File: config.mk
export PLATFORM = sky130hd
export DESIGN_NAME = ppg_phase_scheduler
export DESIGN_NICKNAME = d
export VERILOG_FILES = /design/src/rtl/ppg_sched_pkg.sv /design/src/rtl/ppg_phase_avg.sv /design/src/rtl/ppg_phase_scheduler.sv
export SDC_FILE = /design/constraint.sdc
export NUM_CORES = 1
export LEC_CHECK = 0
export BUFFER_PORTS_ARGS = -buffer_cell sky130_fd_sc_hd__buf_2
export CAP_MARGIN = 20
export CORE_ASPECT_RATIO = 0.75
export CORE_MARGIN = 2
export CORE_UTILIZATION = 41
export CTS_BUF_LIST = sky130_fd_sc_hd__clkbuf_4 sky130_fd_sc_hd__clkbuf_8
export DETAILED_ROUTE_END_ITERATION = 10
export MAX_ROUTING_LAYER = met4
export PLACE_DENSITY = 0.74
export SYNTH_ARGS = -nofsm -noshare
export SYNTH_HDL_FRONTEND = slang
export SYNTH_HIERARCHICAL = 1
export SYNTH_SLANG_ARGS = --single-unit
File: constraint.sdc
create_clock -name CLK -period 4.3 [get_ports CLK]
set_input_delay 0.215 -clock CLK [delete_from_list [all_inputs] [get_ports CLK]]
set_output_delay 0.215 -clock CLK [all_outputs]
set_load 0.02 [all_outputs]
File: src/rtl/ppg_sched_pkg.sv
// Shared definitions for the PPG phase scheduler: interface widths, FSM state
// encoding and the phase identifiers used when entering a *_SET state.
package ppg_sched_pkg;

   localparam int DC_W  = 7;
   localparam int PGA_W = 4;
   localparam int ADC_W = 8;
   localparam int DRV_W = 4;

   localparam logic [2:0] ST_IDLE    = 3'd0;
   localparam logic [2:0] ST_RED_SET = 3'd1;
   localparam logic [2:0] ST_RED_ACQ = 3'd2;
   localparam logic [2:0] ST_IR_SET  = 3'd3;
   localparam logic [2:0] ST_IR_ACQ  = 3'd4;
   localparam logic [2:0] ST_AMB_SET = 3'd5;
   localparam logic [2:0] ST_AMB_ACQ = 3'd6;

   typedef enum logic [2:0] {
      IDLE    = ST_IDLE,
      RED_SET = ST_RED_SET,
      RED_ACQ = ST_RED_ACQ,
      IR_SET  = ST_IR_SET,
      IR_ACQ  = ST_IR_ACQ,
      AMB_SET = ST_AMB_SET,
      AMB_ACQ = ST_AMB_ACQ
   } state_e;

   typedef enum logic [1:0] {
      PH_RED = 2'd0,
      PH_IR  = 2'd1,
      PH_AMB = 2'd2
   } phase_e;

endpackage

File: src/rtl/ppg_phase_avg.sv
// Sample accumulator shared by all three phases.
// Ports:
//   CLK, rst_n  clock, asynchronous active-low reset
//   clr         hold accumulator and sample counter at zero
//   en          add ADC this cycle (phase acquisition active)
//   ADC         front-end sample
//   done        high in the last of the 2^AVG_LOG2 acquisition cycles
//   avg         (accumulated total including this cycle's ADC) >> AVG_LOG2
module ppg_phase_avg
   import ppg_sched_pkg::*;
#(
   parameter int AVG_LOG2 = 2
) (
   input  logic             CLK,
   input  logic             rst_n,
   input  logic             clr,
   input  logic             en,
   input  logic [ADC_W-1:0] ADC,
   output logic             done,
   output logic [ADC_W-1:0] avg
);

   localparam int N     = 1 << AVG_LOG2;
   localparam int ACC_W = ADC_W + AVG_LOG2;
   localparam int CNT_W = AVG_LOG2 + 1;

   logic [ACC_W-1:0] acc_q, acc_d, sum;
   logic [CNT_W-1:0] cnt_q, cnt_d;

   always_comb begin
      // The final sample is folded in combinationally so the average is
      // available at the same edge that ends the acquisition.
      sum  = acc_q + ACC_W'(ADC);
      done = en && !clr && (cnt_q == CNT_W'(N - 1));
      avg  = ADC_W'(sum >> AVG_LOG2);
      acc_d = acc_q;
      cnt_d = cnt_q;
      if (clr || done) begin
         acc_d = '0;
         cnt_d = '0;
      end else if (en) begin
         acc_d = sum;
         cnt_d = cnt_q + CNT_W'(1);
      end
   end

   always_ff @(posedge CLK or negedge rst_n) begin
      if (!rst_n) begin
         acc_q <= '0;
         cnt_q <= '0;
      end else begin
         acc_q <= acc_d;
         cnt_q <= cnt_d;
      end
   end

endmodule

File: src/rtl/ppg_phase_scheduler.sv
// Time-multiplexes the analog front end across RED, IR and AMBIENT phases.
// Each phase applies its LED/DC-comp/PGA settings, settles for SETTLE_CYC
// cycles, then averages 2^AVG_LOG2 ADC samples and strobes the result.
// Ports:
//   CLK, rst_n                      clock, asynchronous active-low reset
//   enable, cal_done                frames run only while both are high
//   red_dc/red_pga/ir_dc/ir_pga     per-channel calibration settings
//   led_drive_cfg                   LED current for RED/IR phases
//   ADC                             front-end sample
//   LED_RED/LED_IR/LED_DRIVE        LED driver controls
//   DC_Comp/PGA_Gain                front-end DAC and gain codes
//   red/ir/amb_sample + _valid      averaged samples with 1-cycle strobes
//   frame_start                     1-cycle strobe on entry to RED_SET
module ppg_phase_scheduler
   import ppg_sched_pkg::*;
#(
   parameter int SETTLE_CYC = 4,
   parameter int AVG_LOG2   = 2
) (
   input  logic             CLK,
   input  logic             rst_n,
   input  logic             enable,
   input  logic             cal_done,
   input  logic [DC_W-1:0]  red_dc,
   input  logic [PGA_W-1:0] red_pga,
   input  logic [DC_W-1:0]  ir_dc,
   input  logic [PGA_W-1:0] ir_pga,
   input  logic [DRV_W-1:0] led_drive_cfg,
   input  logic [ADC_W-1:0] ADC,
   output logic             LED_RED,
   output logic             LED_IR,
   output logic [DRV_W-1:0] LED_DRIVE,
   output logic [DC_W-1:0]  DC_Comp,
   output logic [PGA_W-1:0] PGA_Gain,
   output logic [ADC_W-1:0] red_sample,
   output logic [ADC_W-1:0] ir_sample,
   output logic [ADC_W-1:0] amb_sample,
   output logic             red_valid,
   output logic             ir_valid,
   output logic             amb_valid,
   output logic             frame_start
);

   localparam int SET_W = $clog2(SETTLE_CYC + 1);

   state_e           state_q, state_d;
   logic [SET_W-1:0] set_cnt_q, set_cnt_d;
   logic [DC_W-1:0]  sh_red_dc_q, sh_red_dc_d, sh_ir_dc_q, sh_ir_dc_d;
   logic [PGA_W-1:0] sh_red_pga_q, sh_red_pga_d, sh_ir_pga_q, sh_ir_pga_d;
   logic [DRV_W-1:0] sh_drv_q, sh_drv_d;
   logic             led_red_q, led_red_d, led_ir_q, led_ir_d;
   logic [DRV_W-1:0] led_drive_q, led_drive_d;
   logic [DC_W-1:0]  dc_comp_q, dc_comp_d;
   logic [PGA_W-1:0] pga_q, pga_d;
   logic [ADC_W-1:0] red_sample_q, red_sample_d, ir_sample_q, ir_sample_d;
   logic [ADC_W-1:0] amb_sample_q, amb_sample_d;
   logic             red_valid_q, red_valid_d, ir_valid_q, ir_valid_d;
   logic             amb_valid_q, amb_valid_d, frame_start_q, frame_start_d;

   logic             run, acq, in_set, settle_done, enter_set, avg_done;
   logic [ADC_W-1:0] avg;
   phase_e           enter_ph;

   assign run         = enable && cal_done;
   assign acq         = (state_q == RED_ACQ) || (state_q == IR_ACQ) || (state_q == AMB_ACQ);
   assign in_set      = (state_q == RED_SET) || (state_q == IR_SET) || (state_q == AMB_SET);
   assign settle_done = (set_cnt_q == SET_W'(SETTLE_CYC - 1));

   ppg_phase_avg #(.AVG_LOG2(AVG_LOG2)) u_avg (
      .CLK   (CLK),
      .rst_n (rst_n),
      .clr   (!acq),
      .en    (acq && run),
      .ADC   (ADC),
      .done  (avg_done),
      .avg   (avg)
   );

   always_comb begin
      state_d       = state_q;
      set_cnt_d     = set_cnt_q;
      sh_red_dc_d   = sh_red_dc_q;
      sh_red_pga_d  = sh_red_pga_q;
      sh_ir_dc_d    = sh_ir_dc_q;
      sh_ir_pga_d   = sh_ir_pga_q;
      sh_drv_d      = sh_drv_q;
      led_red_d     = led_red_q;
      led_ir_d      = led_ir_q;
      led_drive_d   = led_drive_q;
      dc_comp_d     = dc_comp_q;
      pga_d         = pga_q;
      red_sample_d  = red_sample_q;
      ir_sample_d   = ir_sample_q;
      amb_sample_d  = amb_sample_q;
      red_valid_d   = 1'b0;
      ir_valid_d    = 1'b0;
      amb_valid_d   = 1'b0;
      frame_start_d = 1'b0;
      enter_set     = 1'b0;
      enter_ph      = PH_RED;

      if (in_set)
         set_cnt_d = settle_done ? '0 : set_cnt_q + SET_W'(1);

      case (state_q)
         IDLE:    if (run) enter_set = 1'b1;
         RED_SET: if (settle_done) state_d = RED_ACQ;
         IR_SET:  if (settle_done) state_d = IR_ACQ;
         AMB_SET: if (settle_done) state_d = AMB_ACQ;
         RED_ACQ: if (run && avg_done) begin
            red_sample_d = avg;
            red_valid_d  = 1'b1;
            enter_set    = 1'b1;
            enter_ph     = PH_IR;
         end
         IR_ACQ: if (run && avg_done) begin
            ir_sample_d = avg;
            ir_valid_d  = 1'b1;
            enter_set   = 1'b1;
            enter_ph    = PH_AMB;
         end
         AMB_ACQ: if (run && avg_done) begin
            amb_sample_d = avg;
            amb_valid_d  = 1'b1;
            enter_set    = 1'b1;
            enter_ph     = PH_RED;
         end
         default: state_d = IDLE;
      endcase

      // Losing enable/cal_done overrides everything: the partial phase is
      // discarded and the front end is parked.
      if (!run) begin
         state_d     = IDLE;
         set_cnt_d   = '0;
         led_red_d   = 1'b0;
         led_ir_d    = 1'b0;
         led_drive_d = '0;
         dc_comp_d   = '0;
         pga_d       = '0;
      end else if (enter_set) begin
         set_cnt_d = '0;
         case (enter_ph)
            PH_RED: begin
               // Shadows load on this same edge, so the RED settings come
               // straight from the inputs.
               state_d       = RED_SET;
               frame_start_d = 1'b1;
               sh_red_dc_d   = red_dc;
               sh_red_pga_d  = red_pga;
               sh_ir_dc_d    = ir_dc;
               sh_ir_pga_d   = ir_pga;
               sh_drv_d      = led_drive_cfg;
               led_red_d     = 1'b1;
               led_ir_d      = 1'b0;
               led_drive_d   = led_drive_cfg;
               dc_comp_d     = red_dc;
               pga_d         = red_pga;
            end
            PH_IR: begin
               state_d     = IR_SET;
               led_red_d   = 1'b0;
               led_ir_d    = 1'b1;
               led_drive_d = sh_drv_q;
               dc_comp_d   = sh_ir_dc_q;
               pga_d       = sh_ir_pga_q;
            end
            default: begin
               // Ambient reuses the RED front-end settings with LEDs dark.
               state_d     = AMB_SET;
               led_red_d   = 1'b0;
               led_ir_d    = 1'b0;
               led_drive_d = '0;
               dc_comp_d   = sh_red_dc_q;
               pga_d       = sh_red_pga_q;
            end
         endcase
      end
   end

   always_ff @(posedge CLK or negedge rst_n) begin
      if (!rst_n) begin
         state_q       <= IDLE;
         set_cnt_q     <= '0;
         sh_red_dc_q   <= '0;
         sh_red_pga_q  <= '0;
         sh_ir_dc_q    <= '0;
         sh_ir_pga_q   <= '0;
         sh_drv_q      <= '0;
         led_red_q     <= 1'b0;
         led_ir_q      <= 1'b0;
         led_drive_q   <= '0;
         dc_comp_q     <= '0;
         pga_q         <= '0;
         red_sample_q  <= '0;
         ir_sample_q   <= '0;
         amb_sample_q  <= '0;
         red_valid_q   <= 1'b0;
         ir_valid_q    <= 1'b0;
         amb_valid_q   <= 1'b0;
         frame_start_q <= 1'b0;
      end else begin
         state_q       <= state_d;
         set_cnt_q     <= set_cnt_d;
         sh_red_dc_q   <= sh_red_dc_d;
         sh_red_pga_q  <= sh_red_pga_d;
         sh_ir_dc_q    <= sh_ir_dc_d;
         sh_ir_pga_q   <= sh_ir_pga_d;
         sh_drv_q      <= sh_drv_d;
         led_red_q     <= led_red_d;
         led_ir_q      <= led_ir_d;
         led_drive_q   <= led_drive_d;
         dc_comp_q     <= dc_comp_d;
         pga_q         <= pga_d;
         red_sample_q  <= red_sample_d;
         ir_sample_q   <= ir_sample_d;
         amb_sample_q  <= amb_sample_d;
         red_valid_q   <= red_valid_d;
         ir_valid_q    <= ir_valid_d;
         amb_valid_q   <= amb_valid_d;
         frame_start_q <= frame_start_d;
      end
   end

   assign LED_RED     = led_red_q;
   assign LED_IR      = led_ir_q;
   assign LED_DRIVE   = led_drive_q;
   assign DC_Comp     = dc_comp_q;
   assign PGA_Gain    = pga_q;
   assign red_sample  = red_sample_q;
   assign ir_sample   = ir_sample_q;
   assign amb_sample  = amb_sample_q;
   assign red_valid   = red_valid_q;
   assign ir_valid    = ir_valid_q;
   assign amb_valid   = amb_valid_q;
   assign frame_start = frame_start_q;

endmodule

==> flow_summary.ini, run 1 <==
[status]
outcome = finished clean

[floorplanning]
die_h_um = 91.5
row_count = 31
die-area_um2 = 11000
start_util = 0.428
io_pins = 83
fp.dieW_um = 121
core_um2 = 9770

[critical_path]
slowest_stage = and4b_1
cp_data_arrival_time_ps = 3530
startpoint_type = register
end_kind = register
cp_max_fo = 32
crit_chain = nor2_1 -> or2_2 -> nor2_1 -> and4b_1 -> nand3b_4 -> and3_1 -> buf_4 -> a221o_1
required_ps = 4530
slowest_delay_ps = 660
crit_top_cell = nor2_1
path_class = register to register

[drt]
drt_pass1_iterations = 4
drt-total-wl_um = 9570
vias = 3066
ant_nets = 0
routed_via_density = 5.20
detail_route.wl_per_cell_um = 16.2
drc = 0
dr.first_iter.drc_count = 135

[sta]
tightest_slew_ps = 687
setup_viol = 0
hold_viol = 0
hold_ws_ps = 80.9
fin_worst_skew_ps = 12.7
rsz0062_at_grt = no
fin_setup_tns_ps = 0
fin_crit_sh = 0.767
min_period_ps = 3300
max_freq_mhz = 303
drv_slew = 0
max-slew-margin-rel = 0.540

[cells_and_area]
finalInstanceArea_um2 = 4920
layout-drive-gt1-share = 0.323
antenna_cells = 0
final_nets = 503
syn2layout_area_growth_pct = 17.5

[placement]
port_buffers = 82
placed_cell_area_um2 = 4700
dpl.hpwl_um = 6630
gp_congestion = 0.844

[yosys]
synth_top_family_by_area = simple AND/OR/NAND/NOR gates
yosys_warnings = 6
postSynthAreaPerCell_um2 = 11.3
synth_xor_area_frac = 0.0126
synthDistinctLibCells = 53
synthFlopType = dfrtp_1
synth_compound_area_frac = 0.124
synth_mux_area_frac = 0.0969
synthSimpleGateAreaFrac = 0.160
synthArstFlopShare = 1.00
ys_seq_area_frac = 0.538
syn_inst = 371
synth_edf_count = 0
syn_area_um2 = 4190
synthAdderAreaFrac = 0.0377
yosys_register_bits = 90
synth.net_count = 421

[grt]
grt_usage = 0.189
grt_max_degree = 50
antenna_found_initial = 0
grt_pass1_wl_um = 15900
grt.overflow.total = 0
grt_pass1_vias = 3080

[clock_tree]
cts_max_level = 3
cts_tree = yes
clock_latency_ps = 360
clockBufferDepth = 2
cts_sinks = 90
cts_buffers = 9
cts-root-buf = clkbuf_8
cts_resized = 0
clk_pin_slew_worst_paths_ps = 90

[hold_path]
hold_path.class = input pin to register

[power]
ir_drop_v = 0.000157
power_density_nw_per_um2 = 343
p_leak_nw = 2.53

[flow_run]
cap_violations = 0
## cells in the final DEF (no fill, tap or decap), types with 4 or more instances in the layout
master      n
o21ai_0    13
a21oi_1    13
a221o_1     4
buf_4       7
ha_1       11
nor3_1      4
nand2b_1    8
nor2_1     19
mux2_2     34
nand3b_1    4
a211oi_1   11
and3_1     18
buf_2      81
clkbuf_8   10
nor2b_1     8
inv_1       4
xnor2_1     4
dfrtp_1    90
o2bb2ai_1  11
nand2_1    54
## power by group
| part | leakage [nW] | internal (W) | switching (W) |
|---|---|---|---|
| Clock | 0.104 | 0.000294 | 0.000301 |
| Sequential | 1.19 | 0.000904 | 0.0000287 |
| Combinational | 1.23 | 0.0000765 | 0.0000828 |
## timing repair
item / in CTS / in global routing
buffers inserted: 0 / 0
endpoints found under the hold margin: 48 / 0
hold buffers: 1 / 0
## cell usage after synthesis (3+ instances only)
| cell | number | area share |
|---|---|---|
| a221o_1 | 4 | 0.0096 |
| o21a_1 | 3 | 0.0054 |
| nand2b_1 | 8 | 0.012 |
| inv_1 | 4 | 0.0036 |
| a211oi_1 | 11 | 0.020 |
| and3_1 | 18 | 0.027 |
| clkbuf_1 | 8 | 0.0072 |
| a21oi_1 | 13 | 0.016 |
| o2bb2ai_1 | 11 | 0.023 |
| nand3b_1 | 4 | 0.0072 |
| a21o_1 | 3 | 0.0054 |
| o21ai_0 | 13 | 0.016 |
| nand2_1 | 54 | 0.048 |
| nor3_1 | 4 | 0.0048 |
| a31oi_1 | 3 | 0.0045 |
| nor2_1 | 19 | 0.017 |
| buf_6 | 4 | 0.011 |
| nor2b_1 | 8 | 0.012 |
| buf_2 | 5 | 0.0060 |
| mux2_2 | 34 | 0.091 |
| dfrtp_1 | 90 | 0.54 |
| ha_1 | 11 | 0.033 |
| xnor2_1 | 4 | 0.0084 |
## state kept, by name, summed over array words and instances (netlist names), 3 cells and up
signal        cells
DC_Comp           7
LED_DRIVE         4
PGA_Gain          4
amb_sample        8
ir_sample         8
red_sample        8
set_cnt_q         3
sh_drv_q          4
sh_ir_dc_q        7
sh_ir_pga_q       4
sh_red_dc_q       7
sh_red_pga_q      4
state_q           3
u_avg/acc_q      10
u_avg/cnt_q       3
## critical path: cells and delay by family (launching register included)
family / cells / cell delay, ps
compound gates: 1 / 380
flops: 1 / 510
buf+inv: 1 / 250
simple gates: 6 / 2010
## metrics by stage
step	cells	power, W	setup WS (ps)	utilization
6_report	590	0.00169	1000	0.503
5_1_grt	590	0.00177	813	0.503
4_1_cts	590	0.00171	1000	0.503
3_5_place_dp	573	0.00111	1060	0.481
3_3_place_gp	573	0.00110	1220	0.481
2_1_floorplan	371	0.00104	1580	-
## logic make-up after synthesis
kind of cell | after synthesis
buffers and inverters | 23
AOI/OAI and AO/OA | 73
muxes | 36
and+or+nand+nor | 131
adders and majority gates | 12
DFF | 90
xor gates and xnor gates | 6
## cell type report
cell class / instances / area (um2)
clock buffers: 11 / 145
clock inverters: 5 / 60.1
fillers: 875 / 4860
inverters: 5 / 18.8
multi-input cells: 258 / 1810
flip-flops and latches: 90 / 2250
well taps: 132 / 165
repair buffers: 89 / 468
## worst paths after layout
kind                                from  cells past startpoint       endpoint  slack [ps]
max in group asynchronous          rst_n                      3  amb_sample[2]        2900
min in group asynchronous          rst_n                      2        LED_RED         400
setup reg to reg              state_q[2]                      8   LED_DRIVE[2]        1000
hold reg to reg            red_sample[2]                      2  red_sample[2]         480
hold / removal                  ir_dc[6]                      2  sh_ir_dc_q[6]          80
setup / recovery              state_q[2]                      8   LED_DRIVE[2]        1000
## layer usage
layer | GRT usage | wire length (um)
met3 | 0.0440 | 323
met1 | 0.260 | 4680
met2 | 0.282 | 4470
met5 | - | 0
met4 | 0.0494 | 102
(Power assumes the default switching activity.)
==> run 2: changes to the inputs <==
--- a/config.mk
+++ b/config.mk
@@ -5,6 +5,7 @@
 export SDC_FILE = /design/constraint.sdc
 export NUM_CORES = 1
 export LEC_CHECK = 0
+export ABC_AREA = 1
 export BUFFER_PORTS_ARGS = -buffer_cell sky130_fd_sc_hd__buf_2
 export CAP_MARGIN = 20
 export CORE_ASPECT_RATIO = 0.75
@@ -13,7 +14,7 @@
 export CTS_BUF_LIST = sky130_fd_sc_hd__clkbuf_4 sky130_fd_sc_hd__clkbuf_8
 export DETAILED_ROUTE_END_ITERATION = 10
 export MAX_ROUTING_LAYER = met4
-export PLACE_DENSITY = 0.74
+export PLACE_DENSITY = 0.76
 export SYNTH_ARGS = -nofsm -noshare
 export SYNTH_HDL_FRONTEND = slang
 export SYNTH_HIERARCHICAL = 1
==> constraint.sdc (replaced) <==
create_clock -name CLK -period 3 [get_ports CLK]
set_input_delay 0.15 -clock CLK [delete_from_list [all_inputs] [get_ports CLK]]
set_output_delay 0.15 -clock CLK [all_outputs]
set_load 0.02 [all_outputs]
==> run 2 against run 1 <==
  * Utilization is 0.49 points higher
  * Cell count rose by 29%
  * Synthesized cell count up 41%
  * Count of clock-buffer cells in the layout decreased by 1
  * Clock power rose by 42%
  * Clock skew about the same
  * Sequential share of layout area is 2.9 points lower
  * Register-to-register slack got worse by 690 ps
  * Highest routed layer unchanged
  * Wire length rose by 9.3%
  * Critical endpoint is now sh_ir_pga_q[3]
==> flow_summary.ini, run 2 <==
[status]
outcome = finished clean

[sta]
fin_crit_sh = 0.895
rsz0062_at_grt = no
tightest_slew_ps = 710
setup_viol = 0
min_period_ps = 2690
drv_slew = 0
hold_viol = 0
max-slew-margin-rel = 0.525
max_freq_mhz = 372
fin_setup_tns_ps = 0
fin_worst_skew_ps = 12.7

[power]
power_density_nw_per_um2 = 487
swShare = 0.278
clock_power_share = 0.332
comb_power_share = 0.129
p_sw_w = 0.000712
p_leak_nw = 2.98
ir_drop_v = 0.000267
seqPwrFrac = 0.539
internal_power_w = 0.00185

[yosys]
synthTopCellsByArea = dfrtp_1 52%, nand2_1 17%, nand3_1 5.4%
synthArstFlopShare = 1.00
yosys_register_bits = 90
syn_area_um2 = 4350
postSynthAreaPerCell_um2 = 8.31
ys_seq_area_frac = 0.517
synth_commonest_cells = 200 x nand2_1, 90 x dfrtp_1, 48 x nor2_1
synthDistinctLibCells = 33
synth_area_leader_cell = dfrtp_1
synthFlopType = dfrtp_1
syn_inst = 524
yosysMostFrequentCell = nand2_1
synth_top_cell_area_share = 0.517
yosys_warnings = 6
synth.net_count = 574
synth_edf_count = 0

[floorplanning]
io_pins = 83
core_um2 = 10300
start_util = 0.422
die_h_um = 93.2
fp.dieW_um = 123
die-area_um2 = 11500
row_count = 32

[cells_and_area]
final_cell_mix = 200 x nand2_1, 90 x dfrtp_1, 81 x buf_2
antenna_cells = 0
mostFrequentLayoutCell = nand2_1
largest_register_ffs = 10
layout-drive-gt1-share = 0.201
syn2layout_area_growth_pct = 20.5
largest_register = u_avg/acc_q
final_nets = 671
fin_cells = 762

[hold_path]
whs_endpoint = sh_red_dc_q[5]
min-delay-start = red_dc[5]
hold_path.class = input pin to register
hold_depth = 3

[placement]
gp_congestion = 0.868
placed_cells = 727
port_buffers = 82
dpl.hpwl_um = 7160

[critical_path]
crit_chain = inv_2 -> nand2_2 -> nand2_1 -> nor2_1 -> nand2_1 -> nor2_2 -> nand3_1 -> inv_2 -> nand2_1 -> buf_6 -> nand2_1 -> nor2_4 -> nand2_1 -> nand2_1
end_kind = register
slowest_delay_ps = 480
r2r_setup_slack_ps = 310
reg2reg_from = state_q[2]
cp_data_arrival_time_ps = 2990
required_ps = 3300
crit_top_cell = nand2_1
slowest_stage = dfrtp_1
startpoint_type = register
rr_endpoint = sh_ir_pga_q[3]
r2r_cells = 14
cp_max_fo = 31
path_class = register to register

[grt]
grt_pass1_vias = 3641
antenna_found_initial = 0
grt_usage = 0.198
grt_max_degree = 91
grt.overflow.total = 0
grt_pass1_wl_um = 17300

[drt]
drc = 0
drt_pass1_iterations = 6
drt-total-wl_um = 10500
dr.first_iter.drc_count = 292
detail_route.wl_per_cell_um = 13.7
ant_nets = 0
vias = 3782
routed_via_density = 4.96

[flow_run]
cap_violations = 0

[clock_tree]
post-cts-setup-buffers = 0
clockBufferDepth = 2
cts_buffers = 9
cts_tree = yes
cts-root-buf = clkbuf_8
clock_latency_ps = 360
clk_pin_slew_worst_paths_ps = 90
cts_sinks = 90
cts_max_level = 3
-- run 2: kinds of logic (layout without fill, tap and decap cells) --
group | Yosys count | in the layout | synth area share
and+or+nand+nor | 322 | 322 | 0.324
xor gates and xnor gates | 3 | 3 | 0.00604
AOI/OAI and AO/OA | 44 | 44 | 0.0581
DFF | 90 | 90 | 0.517
adders and majority gates | 12 | 12 | 0.0362
buffers and inverters | 53 | 155 | 0.0583
-- run 2: layer usage --
layer	part of all wire	track usage	vias up
li1	-	-	1846
met1	0.45	0.259	1790
met2	0.48	0.304	124
met3	0.053	0.0415	22
met4	0.022	0.0758	0
met5	0	-	-
-- run 2: how the worst max path moves through the flow --
stage	to	startpoint	slack (ps)
after global routing	sh_red_pga_q[1]	state_q[2]	50
after detailed placement	sh_red_dc_q[3]	state_q[2]	310
after floorplan	ir_sample[0]	state_q[2]	980
final	sh_ir_pga_q[3]	state_q[2]	310
after CTS	sh_ir_dc_q[0]	state_q[2]	270
after global placement	sh_ir_pga_q[1]	state_q[2]	440
-- run 2: final cells by class --
cell class	instances	area, um2
multi-input combinational	381	1850
clock inverter	6	63.8
inverter	36	135
tap	136	170
fill	953	5080
clock buffer	10	138
timing repair buffer	103	639
sequential	90	2250
-- run 2: per-stage QoR --
step	power, W	setup slack (ps)	area (um2)	hold slack, ps	util
3_3_place_gp	0.00169	437	4830	346	0.468
5_1_grt	0.00269	46.6	5250	1.42	0.508
6_report	0.00256	314	5250	14.1	0.508
3_5_place_dp	0.00171	309	4830	351	0.468
2_1_floorplan	0.00159	982	4350	-146	-
4_1_cts	0.00259	269	5200	2.15	0.504
-- run 2: what timing repair did --
item,CTS,global route
endpoints found under the setup margin,0,6
hold buffers,17,1
gates resized for setup,0,1
endpoints found under the hold margin,17,19
-- run 2: power by group through the flow --
stage | combinational [W] | clock [W] | sequential (W)
after floorplan | 0.000188 | 0 | 0.00140
after global placement | 0.000295 | 0 | 0.00139
after detailed placement | 0.000309 | 0 | 0.00140
after CTS | 0.000328 | 0.000884 | 0.00138
after global routing | 0.000374 | 0.000924 | 0.00139
final | 0.000331 | 0.000849 | 0.00138
-- run 2: critical path: cells and delay by family (launching register included) --
kind / cells / cell delay (ps)
flops: 1 / 480
simple gates: 11 / 1590
buf+inv: 3 / 550
==> run 3: changes to the inputs <==
--- a/config.mk
+++ b/config.mk
@@ -14,8 +14,7 @@
 export CTS_BUF_LIST = sky130_fd_sc_hd__clkbuf_4 sky130_fd_sc_hd__clkbuf_8
 export DETAILED_ROUTE_END_ITERATION = 10
 export MAX_ROUTING_LAYER = met4
-export PLACE_DENSITY = 0.76
+export PLACE_DENSITY = 0.77
 export SYNTH_ARGS = -nofsm -noshare
 export SYNTH_HDL_FRONTEND = slang
-export SYNTH_HIERARCHICAL = 1
 export SYNTH_SLANG_ARGS = --single-unit
==> run 3 against run 2 <==
  * Die area decreased by 4.7%
  * Fmax increased by 13%
  * Power increased by 1.2%
  * Worst hold slack improved by 5.3 ps
  * Critical path type unchanged
  * Via count decreased by 2.6%
  * Critical endpoint is now LED_DRIVE[1]
  * Register-to-register slack improved by 320 ps
  * Flip-flop and latch count unchanged
  * Wire length increased by 0.31%
  * Cell count decreased by 2.9%
==> flow_summary.ini, run 3 <==
[status]
outcome = finished clean

[yosys]
syn_area_um2 = 4140
synthTopCellsByArea = dfrtp_1 54%, nand2_1 20%, nand3_1 6.9%
yosys_warnings = 0
yosysMostFrequentCell = nand2_1
ys_seq_area_frac = 0.544
synth_commonest_cells = 220 x nand2_1, 90 x dfrtp_1, 57 x nand3_1
postSynthAreaPerCell_um2 = 8.27
synthDistinctLibCells = 31
yosys_register_bits = 90
synthArstFlopShare = 1.00
synth.net_count = 551
synth_edf_count = 0
synth_top_cell_area_share = 0.544
synthFlopType = dfrtp_1
synth_area_leader_cell = dfrtp_1
syn_inst = 501

[floorplanning]
start_util = 0.426
die-area_um2 = 10900
core_um2 = 9740
die_h_um = 91.1
fp.dieW_um = 120
row_count = 31
io_pins = 83

[hold_path]
min-delay-start = led_drive_cfg[1]
hold_path.class = input pin to register
whs_endpoint = sh_drv_q[1]
hold_depth = 3

[placement]
gp_congestion = 0.837
port_buffers = 82
dpl.hpwl_um = 7360
place_ws_ps = 699
placed_cells = 708

[critical_path]
r2r_setup_slack_ps = 630
reg2reg_from = u_avg.cnt_q[0]
startpoint_type = register
path_class = register to register
crit_start = u_avg.cnt_q[0]
r2r_cells = 9
cp_max_fo = 28
required_ps = 3250
end_kind = register
slowest_delay_ps = 450
cp_data_arrival_time_ps = 2620
slowest_stage = nor3_4
crit_chain = ha_1 -> ha_1 -> inv_1 -> nor3_4 -> o21ai_2 -> nand2_4 -> inv_2 -> nand2_1 -> nand2_1
rr_endpoint = LED_DRIVE[1]

[sta]
fin_worst_skew_ps = 7.00
min_period_ps = 2370
fin_setup_tns_ps = 0
max-slew-margin-rel = 0.505
setup_viol = 0
fin_crit_sh = 0.790
drv_slew = 0
tightest_slew_ps = 741
hold_ws_ps = 19.4
setup_slack_ps = 630
rsz0062_at_grt = no
hold_viol = 0
max_freq_mhz = 422

[grt]
grt_usage = 0.211
grt_pass1_wl_um = 17600
antenna_found_initial = 0
grt_pass1_vias = 3531
grt.overflow.total = 0
grt_max_degree = 91

[cells_and_area]
final_cell_mix = 220 x nand2_1, 90 x dfrtp_1, 81 x buf_2
syn2layout_area_growth_pct = 22.6
fillCellCount = 880
antenna_cells = 0
mostFrequentLayoutCell = nand2_1
largest_register = u_avg.acc_q
final_nets = 653
layout-drive-gt1-share = 0.191
utilization = 0.522
largest_register_ffs = 10
fin_cells = 740

[clock_tree]
cts_max_level = 3
clock_latency_ps = 370
clockBufferDepth = 2
cts_resized = 0
cts_buffers = 9
cts_tree = yes
cts-root-buf = clkbuf_8
clk_pin_slew_worst_paths_ps = 90
cts_sinks = 90

[drt]
drt-total-wl_um = 10500
routed_via_density = 4.98
drc = 0
ant_nets = 0
dr.first_iter.drc_count = 341
drt_pass1_iterations = 5
vias = 3682
detail_route.wl_per_cell_um = 14.2

[flow_run]
cap_violations = 0

[power]
seqPwrFrac = 0.531
p_sw_w = 0.000736
internal_power_w = 0.00185
swShare = 0.284
power_density_nw_per_um2 = 509
clock_power_share = 0.336
comb_power_share = 0.133
p_leak_nw = 2.93
ir_drop_v = 0.000271
## run 3: per-layer routing
layer | GRT usage | vias to the layer above | routed length (um)
li1 | - | 1799 | -
met3 | 0.0565 | 10 | 669
met5 | - | - | 0
met4 | 0.0549 | 0 | 178
met1 | 0.292 | 1757 | 4890
met2 | 0.308 | 116 | 4760
## run 3: cell families (layout without fill, tap and decap cells)
kind of cell | after synthesis | count (layout) | synth area share
xor gates and xnor gates | 2 | 2 | 0.00423
and+or+nand+nor | 311 | 311 | 0.316
AOI/OAI and AO/OA | 33 | 33 | 0.0450
buffers and inverters | 53 | 160 | 0.0532
adders and majority gates | 12 | 12 | 0.0381
DFF | 90 | 90 | 0.544
## run 3: power by group through the flow
stage	clock [W]	sequential [W]	combinational (W)
floorplan	0	0.00140	0.000190
global placement	0	0.00139	0.000310
detailed placement	0	0.00139	0.000323
CTS	0.000879	0.00137	0.000339
global route	0.000940	0.00139	0.000392
finish	0.000870	0.00137	0.000345
## run 3: stage by stage
stage / power (W) / instance area (um2)
finish: 0.00259 / 5080
global placement: 0.00170 / 4690
floorplan: 0.00159 / 4140
global route: 0.00272 / 5080
detailed placement: 0.00172 / 4690
CTS: 0.00259 / 5040
## run 3: area by class of cell
type,instances,area (um2),share of cell area
Sequential cell,90,2250,0.443
Tap cell,132,165,0.0325
Multi-Input combinational cell,358,1670,0.329
Clock buffer,10,138,0.0271
Clock inverter,6,72.6,0.0143
Timing Repair Buffer,103,628,0.124
Inverter,41,154,0.0303
## run 3: worst max-delay path: cells and delay by family (launching register included)
family          cells  cell delay (ps)
compound gates      1              290
fa+ha+maj           2              310
buf+inv             2              290
flops               1              370
simple gates        4              980
## run 3: worst max-delay path by stage
stage	endpoint	slack [ps]	depth (start not counted)
CTS	LED_DRIVE[1]	670	9
global placement	LED_DRIVE[0]	870	9
global route	LED_DRIVE[1]	450	9
finish	LED_DRIVE[1]	630	9
detailed placement	LED_DRIVE[1]	700	9
floorplan	DC_Comp[1]	1310	12
## run 3: timing repair
| action | CTS | global route |
|---|---|---|
| endpoints found under the setup margin | 0 | 0 |
| hold buffers | 14 | 1 |
| buffers inserted | 0 | 0 |
| hold endpoints to repair | 15 | 42 |
